`config.mk`:
```
export PLATFORM = sky130hd
export DESIGN_NAME = xnor_cmp_pipe_flat
export DESIGN_NICKNAME = d
export VERILOG_FILES = /design/src/rtl/xnor_cmp_pipe_if.sv /design/src/rtl/xnor_cmp_pipe.sv /design/src/flat_wrapper.sv
export SDC_FILE = /design/constraint.sdc
export NUM_CORES = 1
export LEC_CHECK = 0
export ABC_AREA = 0
export CAP_MARGIN = 20
export CORE_MARGIN = 2
export CORE_UTILIZATION = 51
export CTS_CLUSTER_SIZE = 40
export DETAILED_ROUTE_END_ITERATION = 7
export GPL_TIMING_DRIVEN = 0
export HOLD_SLACK_MARGIN = 0.12
export PLACE_DENSITY = 0.85
export SLEW_MARGIN = 20
export SYNTH_ARGS = -nofsm -noshare
export SYNTH_HDL_FRONTEND = slang
export SYNTH_SLANG_ARGS = --single-unit
```
`constraint.sdc`:
```
create_clock -name clk -period 1.8 [get_ports clk]
set_input_delay 0.27 -clock clk [delete_from_list [all_inputs] [get_ports clk]]
set_output_delay 0.27 -clock clk [all_outputs]
set_load 0.005 [all_outputs]
```
`src/rtl/xnor_cmp_pipe_if.sv`:
```
// Handshake bundle for xnor_cmp_pipe.
//   Upstream side: in_valid, in_ready, a, b, op.
//   Downstream side: out_valid, out_ready, y, match_cnt, eq.
// The master modport is the producer/consumer environment. The slave modport is the compare stage.
interface xnor_cmp_pipe_if #(
  parameter int unsigned WIDTH = 8
);
  localparam int unsigned MW = $clog2(WIDTH + 1);

  logic             in_valid;
  logic             in_ready;
  logic [WIDTH-1:0] a;
  logic [WIDTH-1:0] b;
  logic [2:0]       op;
  logic             out_valid;
  logic             out_ready;
  logic [WIDTH-1:0] y;
  logic [MW-1:0]    match_cnt;
  logic             eq;

  modport master (
    output in_valid, a, b, op, out_ready,
    input  in_ready, out_valid, y, match_cnt, eq
  );

  modport slave (
    input  in_valid, a, b, op, out_ready,
    output in_ready, out_valid, y, match_cnt, eq
  );
endinterface

```
`src/rtl/xnor_cmp_pipe.sv`:
```
// Registered bitwise gate / word compare stage with valid/ready handshake.
// Ports:
//   clk, rst_n : clock and asynchronous active-low reset
//   bus        : handshake bundle (slave side): operands a/b, opcode op, result y,
//                match_cnt (popcount of a XNOR b), eq (a == b)
//   clr_cnt    : synchronous clear of eq_count (wins over an increment)
//   eq_count   : saturating count of delivered results with eq = 1
// The interface instance must be parameterised with the same WIDTH.
module xnor_cmp_pipe #(
  parameter int unsigned WIDTH = 8,
  parameter int unsigned CNT_W = 16
) (
  input  logic               clk,
  input  logic               rst_n,
  xnor_cmp_pipe_if.slave     bus,
  input  logic               clr_cnt,
  output logic [CNT_W-1:0]   eq_count
);

  localparam int unsigned MW = $clog2(WIDTH + 1);

  logic             valid_q;
  logic [WIDTH-1:0] y_q, y_d;
  logic [MW-1:0]    match_q, match_d;
  logic             eq_q, eq_d;
  logic [CNT_W-1:0] cnt_q;
  logic [WIDTH-1:0] xn;
  logic             in_ready;
  logic             accept;
  logic             xfer;

  // No skid buffer: a slot opens only when the held word leaves this cycle.
  assign in_ready = !valid_q || bus.out_ready;
  assign accept   = bus.in_valid && in_ready;
  assign xfer     = valid_q && bus.out_ready;

  assign xn = ~(bus.a ^ bus.b);

  always_comb begin
    match_d = '0;
    for (int i = 0; i < WIDTH; i++) begin
      match_d = match_d + MW'(xn[i]);
    end
    eq_d = (match_d == MW'(WIDTH));
  end

  always_comb begin
    y_d = bus.a;
    case (bus.op)
      3'd0:    y_d = bus.a & bus.b;
      3'd1:    y_d = bus.a | bus.b;
      3'd2:    y_d = bus.a ^ bus.b;
      3'd3:    y_d = ~(bus.a ^ bus.b);
      3'd4:    y_d = ~(bus.a & bus.b);
      3'd5:    y_d = ~(bus.a | bus.b);
      3'd6:    y_d = ~bus.a;
      default: y_d = bus.a;
    endcase
  end

  always_ff @(posedge clk or negedge rst_n) begin
    if (!rst_n) begin
      valid_q <= 1'b0;
      y_q     <= '0;
      match_q <= '0;
      eq_q    <= 1'b0;
      cnt_q   <= '0;
    end else begin
      if (accept) begin
        valid_q <= 1'b1;
        y_q     <= y_d;
        match_q <= match_d;
        eq_q    <= eq_d;
      end else if (xfer) begin
        valid_q <= 1'b0;
      end
      // Counts the word leaving now, i.e. the held eq_q, not the one arriving.
      if (clr_cnt) begin
        cnt_q <= '0;
      end else if (xfer && eq_q && (cnt_q != {CNT_W{1'b1}})) begin
        cnt_q <= cnt_q + 1'b1;
      end
    end
  end

  assign bus.in_ready  = in_ready;
  assign bus.out_valid = valid_q;
  assign bus.y         = y_q;
  assign bus.match_cnt = match_q;
  assign bus.eq        = eq_q;
  assign eq_count      = cnt_q;

endmodule

```
`src/flat_wrapper.sv`:
```
// flat-port wrapper written by rule: the top's interface ports become plain ports
module xnor_cmp_pipe_flat 
#(
  parameter int unsigned WIDTH = 8,
  parameter int unsigned CNT_W = 16
)
  (clk, rst_n, clr_cnt, eq_count, bus_in_valid, bus_a, bus_b, bus_op, bus_out_ready, bus_in_ready, bus_out_valid, bus_y, bus_match_cnt, bus_eq);
  xnor_cmp_pipe_if #(.WIDTH(WIDTH)) bus_i ();
  input  logic clk;
  input  logic rst_n;
  input  logic clr_cnt;
  output logic [CNT_W-1:0] eq_count;
  input wire logic [$bits(bus_i.in_valid)-1:0] bus_in_valid;
  input wire logic [$bits(bus_i.a)-1:0] bus_a;
  input wire logic [$bits(bus_i.b)-1:0] bus_b;
  input wire logic [$bits(bus_i.op)-1:0] bus_op;
  input wire logic [$bits(bus_i.out_ready)-1:0] bus_out_ready;
  output wire logic [$bits(bus_i.in_ready)-1:0] bus_in_ready;
  output wire logic [$bits(bus_i.out_valid)-1:0] bus_out_valid;
  output wire logic [$bits(bus_i.y)-1:0] bus_y;
  output wire logic [$bits(bus_i.match_cnt)-1:0] bus_match_cnt;
  output wire logic [$bits(bus_i.eq)-1:0] bus_eq;
  assign bus_i.in_valid = bus_in_valid;
  assign bus_i.a = bus_a;
  assign bus_i.b = bus_b;
  assign bus_i.op = bus_op;
  assign bus_i.out_ready = bus_out_ready;
  assign bus_in_ready = bus_i.in_ready;
  assign bus_out_valid = bus_i.out_valid;
  assign bus_y = bus_i.y;
  assign bus_match_cnt = bus_i.match_cnt;
  assign bus_eq = bus_i.eq;
  xnor_cmp_pipe #(.WIDTH(WIDTH), .CNT_W(CNT_W)) u_core (.clk(clk), .rst_n(rst_n), .bus(bus_i), .clr_cnt(clr_cnt), .eq_count(eq_count));
endmodule
```
==> results of run 1 <==
## power breakdown
part	internal (W)	switching, W
logic	0.000490	0.000388
registers	0.000746	0.0000484
clock network	0.000308	0.000243
total	0.00154	0.000679
## synthesized netlist by cell type, types with 2 or more instances
library cell               count
sky130_fd_sc_hd__o21ai_1       3
sky130_fd_sc_hd__and3_1        4
sky130_fd_sc_hd__a211oi_1      2
sky130_fd_sc_hd__nor2b_1      14
sky130_fd_sc_hd__o41ai_1       2
sky130_fd_sc_hd__a21oi_1       9
sky130_fd_sc_hd__o21ai_0      12
sky130_fd_sc_hd__or3_1         5
sky130_fd_sc_hd__a31oi_1       2
sky130_fd_sc_hd__clkbuf_1      5
sky130_fd_sc_hd__fa_1          4
sky130_fd_sc_hd__xor2_1        3
sky130_fd_sc_hd__nand4_1       4
sky130_fd_sc_hd__nand3_1       4
sky130_fd_sc_hd__buf_6         2
sky130_fd_sc_hd__o31ai_1       8
sky130_fd_sc_hd__buf_4         2
sky130_fd_sc_hd__nor2_1       15
sky130_fd_sc_hd__inv_1        25
sky130_fd_sc_hd__mux2_4        7
sky130_fd_sc_hd__and2_1        3
sky130_fd_sc_hd__buf_2         4
sky130_fd_sc_hd__dfrtp_1      30
sky130_fd_sc_hd__mux2i_1       9
sky130_fd_sc_hd__a221oi_1      3
sky130_fd_sc_hd__nand2_1      21
sky130_fd_sc_hd__nor3_1        3
sky130_fd_sc_hd__a21oi_2       6
sky130_fd_sc_hd__mux4_2        2
sky130_fd_sc_hd__nand2b_1      7
sky130_fd_sc_hd__o22ai_1       2
sky130_fd_sc_hd__mux2_2        2
sky130_fd_sc_hd__or4_1         3
sky130_fd_sc_hd__mux2_1        5
sky130_fd_sc_hd__ha_1         20
sky130_fd_sc_hd__o32ai_1       3
## kinds of logic (layout without fill, tap and decap cells)
| group | Yosys count | count (layout) | share of synthesized area, % |
|---|---|---|---|
| compound gates | 56 | 56 | 15.0 |
| fa+ha+maj | 24 | 24 | 13.2 |
| xor+xnor | 4 | 4 | 1.40 |
| mux | 25 | 25 | 12.7 |
| flops | 30 | 30 | 30.0 |
| simple gates | 92 | 92 | 20.9 |
| buf+inv | 38 | 106 | 6.79 |
## final cells by class
type	instances	area [um2]	area share (%)
Inverter	25	116	3.36
Clock inverter	1	5.00	0.144
Sequential cell	30	752	21.7
Clock buffer	7	86.3	2.49
Timing Repair Buffer	60	604	17.4
Multi-Input combinational cell	201	1740	50.1
Tap cell	67	83.8	2.42
Buffer	13	80.1	2.31
## flip-flops by register name, summed over array words and instances (netlist names)
name	count
u_core.bus.match_cnt	4
u_core.bus.out_valid	1
u_core.eq_count	16
u_core.bus.eq	1
u_core.bus.y	8
## worst max-delay path, cell delays in order
cell and delay (ns):
sky130_fd_sc_hd__buf_8 0.09, sky130_fd_sc_hd__inv_8 0.03, sky130_fd_sc_hd__ha_4 0.27, sky130_fd_sc_hd__inv_4 0.03
sky130_fd_sc_hd__ha_4 0.24, sky130_fd_sc_hd__inv_2 0.03, sky130_fd_sc_hd__fa_1 0.50, sky130_fd_sc_hd__fa_1 0.45
sky130_fd_sc_hd__fa_2 0.38, sky130_fd_sc_hd__inv_2 0.06, sky130_fd_sc_hd__fa_2 0.45, sky130_fd_sc_hd__mux2_4 0.28
## through the flow
step	total power [W]	hold slack (ns)	worst slack, ns
floorplan	0.00120	-0.0256	-1.17
global placement	0.00150	0.463	-1.89
detailed placement	0.00153	0.341	-1.95
CTS	0.00215	0.429	-1.22
global route	0.00236	0.412	-1.16
finish	0.00222	0.384	-1.11
## how the worst max path moves through the flow
stage | cells past startpoint | from | slack (ns) | end
2_1_floorplan | 11 | bus_b[1] | -1.17 | u_core.bus.match_cnt[1]
3_3_place_gp | 12 | bus_a[1] | -1.89 | u_core.bus.match_cnt[1]
3_5_place_dp | 12 | bus_a[1] | -1.95 | u_core.bus.match_cnt[1]
4_1_cts | 12 | bus_b[1] | -1.22 | u_core.bus.match_cnt[1]
5_1_grt | 12 | bus_b[1] | -1.16 | u_core.bus.match_cnt[1]
6_report | 12 | bus_b[1] | -1.11 | u_core.bus.match_cnt[1]
## routing by layer
metal	GRT usage, %	vias to the layer above
met2	41.6	92
met5	0	-
met1	27.0	1104
met3	2.98	11
met4	11.5	0
li1	-	1084
## repair_timing
action / 4_1_cts / 5_1_grt
gates resized for setup: 47 / 18
hold buffers: 1 / 0
endpoints found under the setup margin: 16 / 20
endpoints found under the hold margin: 30 / 0
setup buffers: 2 / 4
pin swaps: 7 / 4
==> qor.csv, run 1 <==
metric,value,unit
synth-seq-area-share,30.0,%
route.detailed.drc,0,
count_of_pins_over_their_slew_limit,0,
insertedDiodeCount,0,
grt.overflow.total,0,
synth_top_cell_area_share,30.0,%
layout.cells.most_common,sky130_fd_sc_hd__clkdlybuf4s50_1,
ctsLongestPathBuffers,2,
timing.final.setup_violations,5,
final.setup.worst_slack,-1.11,ns
timing.max_slew.rel_slack,57.2,%
fin_skew,0.00744,ns
dominantRegCellSynth,sky130_fd_sc_hd__dfrtp_1,
route.vias.total,2291,
avgRoutedWirePerCell,15.1,um
routabilityCongestion,0.867,
yosysWarningCount,0,
static-leakage-power,1.56,nW
final_cell_area,3470,um2
layout-drive-gt1-share,23.4,%
tritoncts,done,
syn-mean-instance-area,9.31,um2
placement_rows,25,
final_hold_viol_count,0,
hold_path_depth,3,
synth_top_cell_by_area,sky130_fd_sc_hd__dfrtp_1,
place_inst,389,
tightestPinTransition,0.641,ns
min-delay-path-class,input port to register,
path_max_fanout,2,
grt_setup_unrepaired,true,
critical_path_class,input port to register,
postSynthCellCount,269,
violations,negative setup slack,
power_density,641,nW/um2
io-pin-count,55,
routed-wl-met3,309,um
number_of_cells_in_the_finished_layout_apart_from_fillers,404,
global_route_wire_length_before_repair,9800,um
clock_sink_count,30,
drt_iter0_drc,134,
post_dp_cell_area,3180,um2
final_cell_mix,"sky130_fd_sc_hd__clkdlybuf4s50_1, sky130_fd_sc_hd__dfrtp_1, sky130_fd_sc_hd__nand2_1, sky130_fd_sc_hd__nor2_1, sky130_fd_sc_hd__inv_1",
timing.rr.end,u_core.eq_count[2],
timing.critical_path.from_type,input port,
worst_ep_arrival_time,3.08,ns
postSynthNetCount,317,
cts_root_buffer,sky130_fd_sc_hd__clkbuf_8,
maxUsedRoutingLayer,met4,
period_needed,2.91,ns
fmaxAchievable,343,MHz
max_cap_violations,0,
die_height,74.1,um
grt_antenna_before_repair,0,
syn2layout_area_growth,38.4,%
grtUsageTotal,23.1,%
drt-vias-per-instance,5.67,
netlist_top_cells_area,"sky130_fd_sc_hd__dfrtp_1, sky130_fd_sc_hd__ha_1, sky130_fd_sc_hd__mux2_4",
worst-r2r-cell-count,6,
layout_worst_path_cycle_share,162,%
holdPathEnd,u_core.bus.y[6],
cts_inserted_buffers,5,
routed_wl,6090,um
effective_utilization_at_floorplan,53.0,%
first_global_vias,2241,
met2_length,3330,um
path_clk_slew,0.06,ns
design.core.area,4720,um2
pin_count_of_the_biggest_net_entering_global_routing,31,
die_area,5490,um2
fillers,355,
clkLatencyLatePin,0.28,ns
place_hpwl,4540,um
asyncSetResetFlopFracSynth,100,%
timing.critical_path.required,1.97,ns
die_width,74.1,um
wl_met1,2350,um
post-route-util,73.4,%
min-delay-start,bus_a[6],
totalNegativeSetupSlack,-4.40,ns
mappedNetlistArea,2500,um2
io_buffers,53,
worst-r2r-setup-slack,0.07,ns
finish.net_count,384,
setup.worst_path.end_class,register,
max-vdd-ir-drop,0.323,mV
ys_ff_latch,30,
timing.rr.start,u_core.eq_count[0],
synth.lib_cells_used.distinct,50,
route.antenna.remaining_nets,0,
ctsHtreeMaxLevel,2,
run_status,finished with violations,
synth-edff-count,0,
drt_pass1_iterations,4,
Note: power is estimated with default switching activity, not from simulation.
==> run 2, diff against run 1 <==
CTS_CLUSTER_SIZE = not set   (was 40)
==> results of run 2 <==
Same layout as run 1: the final DEF is identical, and so are final timing and power.
==> run 3, diff against run 2 <==
TNS_END_PERCENT = 20   (was not set)
==> run 3 against run 2 <==
- clock power down 3%
- largest power group unchanged
- sequential share of layout area up 0.25 points
- global-route usage up 1.1 points
- non-clock buffer count down 1
- the flow still finishes with violations (negative setup slack)
- via count down 0.79%
- register-to-register slack about the same
- clock-buffer cell count down 1
- flip-flop and latch count unchanged
- critical path depth up 1
- total power down 1.1%
- worst setup slack better by 0.0011 ns
- cell count down 0.74%
==> qor.csv, run 3 (same netlist as run 1, synthesis figures left out) <==
metric,value,unit,change
run_status,finished with violations,,unchanged
violations,negative setup slack,,unchanged
die_width,74.1,um,unchanged
critical_path.cell_chain,buf_8 > inv_8 > ha_4 > inv_2 > ha_4 > inv_2 > fa_1 > fa_1 > fa_2 > inv_2 > fa_2 > nand2_1 > o41ai_2,,was buf_8 > inv_8 > ha_4 > inv_4 > ha_4 > inv_2 > fa_1 > fa_1 > fa_2 > inv_2 > fa_2 > mux2_4
design.core.area,4720,um2,unchanged
tightestPinTransition,0.643,ns,was 0.641 ns
cp_max_stage_cell,sky130_fd_sc_hd__fa_1,,unchanged
pin_count_of_the_biggest_net_entering_global_routing,31,,unchanged
layout-drive-gt1-share,23.1,%,was 23.4%
grt.met2_usage,44.9,%,was 41.6%
global_route_wire_length_before_repair,10100,um,was 9800 um
ctsHtreeMaxLevel,2,,unchanged
timing.critical_path.max_delay_family,adder cells,,unchanged
period_needed,2.91,ns,about the same
avgRoutedWirePerCell,15.7,um,was 15.1 um
layout_worst_path_cycle_share,162,%,about the same
io_buffers,53,,unchanged
route.detailed.drc,0,,unchanged
routabilityCongestion,0.856,,was 0.867
syn2layout_area_growth,36.8,%,was 38.4%
final_hold_viol_count,0,,unchanged
route.vias.total,2273,,"was 2,291"
clkLatencyLatePin,0.29,ns,was 0.28 ns
cts_root_buffer,sky130_fd_sc_hd__clkbuf_8,,unchanged
route.antenna.remaining_nets,0,,unchanged
power_density,642,nW/um2,was 641 nW/um2
finish.net_count,383,,was 384
largest_register_ff_count,16,,unchanged
min-delay-path-class,input port to register,,unchanged
timing.final.setup_violations,5,,unchanged
number_of_cells_in_the_finished_layout_apart_from_fillers,401,,was 404
routed_wl,6280,um,was 6090 um
max-vdd-ir-drop,0.405,mV,was 0.323 mV
critPathMaxStageDelay,0.50,ns,about the same
io-pin-count,55,,unchanged
critical-path-top-cell-by-count,sky130_fd_sc_hd__inv_2,,
global_route.peak_usage_layer,met2,,unchanged
final_cell_mix,"sky130_fd_sc_hd__clkdlybuf4s50_1, sky130_fd_sc_hd__dfrtp_1, sky130_fd_sc_hd__nand2_1, sky130_fd_sc_hd__nor2_1",,"was sky130_fd_sc_hd__clkdlybuf4s50_1, sky130_fd_sc_hd__dfrtp_1, sky130_fd_sc_hd__nand2_1, sky130_fd_sc_hd__nor2_1, sky130_fd_sc_hd__inv_1"
path_clk_slew,0.06,ns,about the same
fin_skew,0.00794,ns,was 0.00744 ns
drt_iter0_drc,125,,was 134
timing.max_slew.rel_slack,57.1,%,was 57.2%
critical_path_class,input port to register,,unchanged
crit_buf_inv,5,,unchanged
fmaxAchievable,343,MHz,about the same
grt.overflow.total,0,,unchanged
die_height,74.1,um,unchanged
cts_inserted_buffers,5,,unchanged
grt_use_met1,25.9,%,was 27.0%
place_hpwl,4600,um,was 4540 um
placement_rows,25,,unchanged
clock_sink_count,30,,unchanged
worst_ep_arrival_time,3.08,ns,about the same
max_cap_violations,0,,unchanged
final_cell_area,3430,um2,was 3470 um2
setup.worst_path.end_class,register,,unchanged
place_inst,389,,unchanged
insertedDiodeCount,0,,unchanged
path_max_fanout,2,,unchanged
effective_utilization_at_floorplan,53.0,%,unchanged
tritoncts,done,,unchanged
timing.critical_path.from_type,input port,,unchanged
static-leakage-power,1.55,nW,was 1.56 nW
grt_antenna_before_repair,0,,unchanged
final.setup.worst_slack,-1.11,ns,about the same
timing.critical_path.required,1.97,ns,about the same
grt_setup_unrepaired,true,,unchanged
die_area,5490,um2,unchanged
count_of_pins_over_their_slew_limit,0,,unchanged
layout.cells.most_common,sky130_fd_sc_hd__clkdlybuf4s50_1,,unchanged
ctsLongestPathBuffers,2,,unchanged
grtUsageTotal,24.2,%,was 23.1%
use_met3,5.28,%,was 2.98%
drt-vias-per-instance,5.67,,about the same
drt_pass1_iterations,4,,unchanged
first_global_vias,2213,,"was 2,241"
post_dp_cell_area,3180,um2,unchanged
## run 3: changes by cell type in the layout (fill, tap and decap cells not counted), sizes merged
cell          previous run  this run
clkbuf                  12        11
dlygate4sd2              6         5
buf                     19        18
dlymetal6s2s             3         4
clkinv                   1         0
## run 3: stage by stage
stage	hold WS, ns	setup WS [ns]	total power (W)	setup TNS [ns]	utilization [%]
2_1_floorplan	-0.0256	-1.17	0.00120	-4.64	-
3_3_place_gp	0.474	-1.89	0.00149	-12.36	67.4
3_5_place_dp	0.332	-1.92	0.00153	-11.78	67.3
4_1_cts	0.418	-1.17	0.00214	-4.76	71.3
5_1_grt	0.391	-1.19	0.00232	-4.80	72.5
6_report	0.369	-1.11	0.00220	-4.41	72.5
## run 3: power by group
part	switching, W	internal [W]
Sequential	0.0000436	0.000746
Clock	0.000241	0.000294
Combinational	0.000400	0.000474
## run 3: per-layer routing
metal | wire length (um) | share of wire, %
met1 | 2410 | 38
met2 | 3340 | 53
met3 | 336 | 5.4
met4 | 200 | 3.2
met5 | 0 | 0
## run 3: repair_timing
action	in CTS	in global routing
hold buffers	1	0
pin swaps	7	7
hold endpoints to repair	30	0
setup endpoints to repair	16	23
resized for setup	47	16
setup buffers	4	1
## run 3: worst reg2reg max path, stage by stage (launching register included)
cell,delay [ns]
sky130_fd_sc_hd__dfrtp_1,0.43
sky130_fd_sc_hd__and4_4,0.24
sky130_fd_sc_hd__and2_1,0.15
sky130_fd_sc_hd__buf_4,0.17
sky130_fd_sc_hd__a21boi_1,0.24
sky130_fd_sc_hd__mux2_1,0.37
## run 3: final timing paths
| path | start | end | slack (ns) | cells past startpoint |
|---|---|---|---|---|
| min | bus_a[7] | u_core.bus.y[7] | 0.37 | 3 |
| min in group asynchronous | rst_n | u_core.eq_count[10] | 0.53 | 2 |
| max reg2reg | u_core.eq_count[3] | u_core.eq_count[0] | 0.07 | 5 |
| max | bus_b[1] | u_core.bus.eq | -1.11 | 13 |
| max in group asynchronous | rst_n | u_core.eq_count[0] | 0.80 | 2 |
| min reg2reg | u_core.bus.match_cnt[2] | u_core.bus.match_cnt[2] | 0.48 | 2 |
## run 3: layout make-up
type | instances | area (um2)
repair buffers | 59 | 593
flip-flops and latches | 30 | 752
inverters | 25 | 114
fillers | 353 | 1300
plain buffers | 13 | 76.3
clock buffers | 6 | 82.6
multi-input cells | 201 | 1720
well taps | 67 | 83.8
